[src/rtl/weight_loader.sv]
// Weight table loader: streams DEPTH words into a local RAM, tracks count and XOR checksum,
// and serves registered read-first lookups to the layer engine.
module weight_loader #(
  parameter int DW    = 32,
  parameter int AW    = 6,
  parameter int DEPTH = 64
) (
  input  logic          clk,
  input  logic          rst,
  input  logic          load_start,
  input  logic          wr_valid,
  input  logic [DW-1:0] wr_data,
  output logic          wr_ready,
  input  logic [AW-1:0] rom_addr,
  output logic [DW-1:0] rom_data,
  output logic          load_done,
  output logic [AW:0]   load_count,
  output logic [DW-1:0] checksum
);

  typedef enum logic [1:0] {S_IDLE, S_LOAD, S_DONE} state_t;

  localparam logic [AW:0] LAST = (AW+1)'(DEPTH - 1);
  localparam logic [AW:0] ONE  = (AW+1)'(1);

  state_t        state_q;
  logic          wr_ready_q;
  logic          load_done_q;
  logic [AW:0]   count_q;
  logic [DW-1:0] csum_q;
  logic [DW-1:0] rom_data_q;
  logic [DW-1:0] mem [DEPTH];
  logic          accept;

  // wr_ready_q is high exactly while in LOAD, so acceptance needs no state decode here
  assign accept = wr_valid & wr_ready_q;

  always_ff @(posedge clk or posedge rst) begin
    if (rst) begin
      state_q     <= S_IDLE;
      wr_ready_q  <= 1'b0;
      load_done_q <= 1'b0;
      count_q     <= '0;
      csum_q      <= '0;
    end else begin
      case (state_q)
        S_IDLE, S_DONE: begin
          if (load_start) begin
            state_q     <= S_LOAD;
            wr_ready_q  <= 1'b1;
            load_done_q <= 1'b0;
            count_q     <= '0;
            csum_q      <= '0;
          end
        end
        S_LOAD: begin
          if (accept) begin
            count_q <= count_q + ONE;
            csum_q  <= csum_q ^ wr_data;
            if (count_q == LAST) begin
              state_q     <= S_DONE;
              wr_ready_q  <= 1'b0;
              load_done_q <= 1'b1;
            end
          end
        end
        default: begin
          state_q     <= S_IDLE;
          wr_ready_q  <= 1'b0;
          load_done_q <= 1'b0;
        end
      endcase
    end
  end

  // Array is deliberately not reset; contents survive reset and reloads
  always_ff @(posedge clk) begin
    if (accept) mem[count_q[AW-1:0]] <= wr_data;
  end

  always_ff @(posedge clk or posedge rst) begin
    if (rst) rom_data_q <= '0;
    else     rom_data_q <= mem[rom_addr];
  end

  assign wr_ready   = wr_ready_q;
  assign load_done  = load_done_q;
  assign load_count = count_q;
  assign checksum   = csum_q;
  assign rom_data   = rom_data_q;

endmodule
[config.mk]
export PLATFORM = sky130hd
export DESIGN_NAME = weight_loader
export DESIGN_NICKNAME = d
export VERILOG_FILES = /design/src/rtl/weight_loader.sv
export SDC_FILE = /design/constraint.sdc
export NUM_CORES = 2
export LEC_CHECK = 0
export ABC_CLOCK_PERIOD_IN_PS = 3500
export BUFFER_PORTS_ARGS = -buffer_cell sky130_fd_sc_hd__buf_2
export CORE_AREA = 2 2 452 454
export CTS_BUF_LIST = sky130_fd_sc_hd__clkbuf_8
export DETAILED_ROUTE_END_ITERATION = 16
export DIE_AREA = 0 0 454 456
export GPL_ROUTABILITY_DRIVEN = 0
export GPL_TIMING_DRIVEN = 0
export SYNTH_ARGS = -nofsm -noshare
export SYNTH_HDL_FRONTEND = slang
export SYNTH_SLANG_ARGS = --single-unit
export TNS_END_PERCENT = 5
[constraint.sdc]
create_clock -name clk -period 3.5 [get_ports clk]
set_input_delay 0.175 -clock clk [delete_from_list [all_inputs] [get_ports clk]]
set_output_delay 0.175 -clock clk [all_outputs]
set_load 0.02 [all_outputs]
==> flow_summary.rst <==
.. list-table::
   :header-rows: 1

   * - Metric
     - Value
   * - Run status
     - finished, final reports clean
   * - Worst slew margin
     - 5.75%
   * - Mean post-synth cell area
     - 22.7 um^2
   * - Pre-CTS worst setup slack
     - -575 ps
   * - Number of routed nets with antenna violations
     - 0
   * - Die Area
     - 207000 um^2
   * - Total iterations of the first detailed-routing run
     - 5
   * - Max Fanout on Critical Path
     - 17
   * - Cts bufs inserted
     - 350
   * - Crit Path Category
     - reg -> reg
   * - Initial antenna violation count
     - 19
   * - Data arrival time of the critical path
     - 4180 ps
   * - Area growth from synthesis to layout
     - 15.5%
   * - Net count reported at finish
     - 4160
   * - Setup clock skew after layout
     - 73.6 ps
   * - Final Critical Period
     - 3500 ps
   * - Setup-violating endpoint count in the final report
     - 0
   * - EDFF count, synth
     - 2048
   * - Global route overflow
     - 0
   * - Total Routed Length
     - 240000 um
   * - Largest net degree at the start of global routing
     - 66
   * - Cell internal power dissipation
     - 40.0 mW
   * - Worst Max-Slew Pin Slew
     - 1410 ps
   * - Dpl cells
     - 6398
   * - Final core area utilization
     - 46.1%
   * - Via count normalized by instance count
     - 5.85
   * - Port buffer count
     - 113
   * - Number of maximum-capacitance violations
     - 0
   * - Post-layout instance area
     - 93000 um^2
   * - Effective utilization at floorplan
     - 39.9%
   * - Most used flip-flop cell after synthesis
     - edfxtp_1
   * - Number of distinct library cell variants in the gate-level netlist after synthesis
     - 48
   * - Non-filler cells, final
     - 7044
   * - Clock-pin slew on the worst setup and hold paths
     - 60 ps
   * - Floorplan die width
     - 454 um
   * - Logic gate share of total power
     - 8.9%
   * - Worst Setup Start Kind
     - flop
   * - XOR/XNOR Fraction of Synth Area
     - 0.381%
   * - Clk pwr share
     - 36.7%
   * - Area share of and/or/nand/nor cells after synthesis
     - 1.57%
   * - Leakage power
     - 29.6 nW
   * - Instance count of the mapped netlist
     - 3542
   * - Critical path required time
     - 4190 ps
   * - Cells resized by post-CTS repair
     - 0
   * - Clock tree root buffer cell
     - clkbuf_8
   * - Number of global-route vias before repair
     - 41100
   * - Number of remaining DRC errors
     - 0
   * - DPL Wire Length
     - 158000 um
   * - Chip Height
     - 456 um
   * - Post-synthesis instance area
     - 80500 um^2
   * - Number of cell rows
     - 165
   * - Wire length of the first global-routing pass
     - 329000 um
   * - Switching part of the total
     - 24.8%
   * - Compound-Gate Fraction of Synth Area
     - 3.19%
   * - Count of routing violations after the opening detailed-route iteration
     - 6117
   * - Overall power
     - 53.2 mW
   * - Area of the core
     - 202000 um^2
   * - Post-synthesis adder-cell area fraction
     - 0.0155%
   * - # H-tree levels
     - 5
   * - Sum Neg Setup Slack
     - 0 ps
   * - Worst Slack Setup Final
     - 2.10 ps
   * - Layout cells sized above 1
     - 29.6%
   * - Net count after synthesis
     - 3585
   * - Clock sinks
     - 2122
   * - Clock tree from TritonCTS
     - done
   * - Count of endpoints failing hold in the final timing report
     - 0
   * - Final Cycle Share
     - 99.9%
   * - Sort of element at the end of the critical path
     - flop
   * - Cell area after placement
     - 86400 um^2
   * - Clock Path Buffers
     - 4
   * - Share of async-settable or async-resettable flops after synthesis
     - 3.49%
   * - Power density of the placed cells
     - 572 nW/um^2
   * - Mux share of post-synthesis cell area
     - 14.7%
   * - Switching Power
     - 13.2 mW
   * - Fmax
     - 286 MHz
   * - Max IR drop VDD
     - 0.000363 V
   * - Final Slew Violations
     - 0
   * - IO Count
     - 115
   * - Clock latency reported for the late side of the worst-skew pair
     - 1060 ps
   * - Final routed wire length divided by cell count
     - 34.1 um
   * - Part of the Yosys area used for sequential elements
     - 78.7%
   * - Worst hold path class
     - in -> reg
   * - Setup repair after global routing missed its margin
     - false
   * - Synth warn
     - 0
   * - Vias post-DR
     - 41200
   * - Main combinational cell family by area after synthesis
     - multiplexers
   * - Worst-case hold slack
     - 167 ps
   * - Number of flip-flops and latches in the synthesized netlist
     - 2122
   * - Global-route usage over all layers
     - 23.2%
   * - Share of total power in sequential cells
     - 54.3%
-- synthesized netlist by cell type (all sizes together) (2+ instances only) --
library cell  count  share of area [%]
a2111oi           6              0.065
a211oi           28               0.26
a21oi            53               0.33
a221oi           48               0.59
a22o             58               0.63
a22oi            38               0.35
a311oi           10               0.11
and2              4              0.031
buf             130                1.1
clkbuf           67               0.31
dfrtp            74                2.3
edfxtp         2048                 76
inv               4              0.019
mux2i            59               0.73
mux4            498                 14
nand2            49               0.23
nand2b            8              0.062
nand3            13              0.081
nand3b            5              0.047
nor2            142               0.66
nor2b            27               0.21
nor3             18               0.11
o21ai            17               0.11
o221a             2              0.028
o221ai           16               0.17
o22ai            62               0.48
or2               5              0.039
or3               3              0.023
or3b              5              0.054
xor2             34               0.37
-- registers in the layout, summed over array words and instances (netlist names) --
register / count
wr_ready: 1
load_count: 7
rom_data: 32
checksum: 32
mem: 2048
state_q: 2
-- layer usage --
| metal | vias up | wire [um] | part of all wire [%] | track usage (%) |
|---|---|---|---|---|
| li1 | 16300 | - | - | - |
| met1 | 22100 | 91500 | 38 | 31.1 |
| met2 | 2421 | 112000 | 47 | 35.6 |
| met3 | 433 | 24900 | 10 | 5.90 |
| met4 | 4 | 11900 | 4.9 | 10.6 |
| met5 | - | 27 | 0.011 | 0 |
-- final timing paths --
| check | startpoint | end | slack [ps] | cells past startpoint |
|---|---|---|---|---|
| hold / removal | wr_data[11] | mem[61][11] | 170 | 2 |
| hold reg to reg | checksum[30] | checksum[30] | 540 | 2 |
| setup reg to reg | load_count[2] | mem[5][11] | 2 | 4 |
| setup / recovery | load_count[2] | mem[5][11] | 2 | 4 |
| max in group asynchronous | rst | rom_data[25] | 2430 | 5 |
| min in group asynchronous | rst | checksum[18] | 310 | 4 |
-- cell families after synthesis --
logic type | count (synthesis)
buffers and inverters | 201
adder cells (fa/ha/maj) | 1
flip-flops | 2122
AO/OA/AOI/OAI | 344
multiplexers | 557
AND/OR/NAND/NOR | 282
XOR/XNOR | 35
-- critical path, cell delays in order, from the launching register on --
cell and delay, ps:
dfrtp_1 600, and3_1 540, nand2_1 650, nor2_4 980, buf_12 280
-- layout make-up --
type	instances	area, um^2
fillers	16600	109000
flip-flops and latches	2122	63400
multi-input cells	1219	16400
clock buffers	366	5040
well taps	2672	3340
repair buffers	223	2540
plain buffers	197	1150
clock inverters	231	1050
diodes	10	25.0
inverters	4	17.5
-- cell usage in the layout, fill, tap and decap left out, drive strengths merged, types with 2 or more instances in the layout --
master and instances:
a211oi 28, or3b 5, bufinv 5, clkinvlp 7
nand3 13, a2111oi 6, a22o 58, edfxtp 2048
nor2 142, nor2b 27, nor3 18, buf 316
a221oi 48, o22ai 62, mux2i 59, clkbuf 433
inv 132, or2 5, o221ai 16, clkinv 91
nand2 49, or3 3, and2 4, nand3b 5
xor2 34, dlygate4sd3 37, nand2b 8, a22oi 38
diode 10, o221a 2, a21oi 53, mux4 498
a311oi 10, dfrtp 74, o21ai 17
-- timing repair --
action,in CTS,in global routing
hold buffers,25,12
buffers inserted,0,0
endpoints found under the hold margin,956,775
-- power by group through the flow --
stage	Clock, mW	Sequential [mW]	Combinational (mW)
6_report	19.5	28.9	4.74
5_1_grt	20.9	29.0	4.93
4_1_cts	19.8	28.9	4.71
3_5_place_dp	0	29.4	4.68
3_3_place_gp	0	29.5	4.37
2_1_floorplan	0	29.7	1.94
Power figures use the tool's default switching activity.
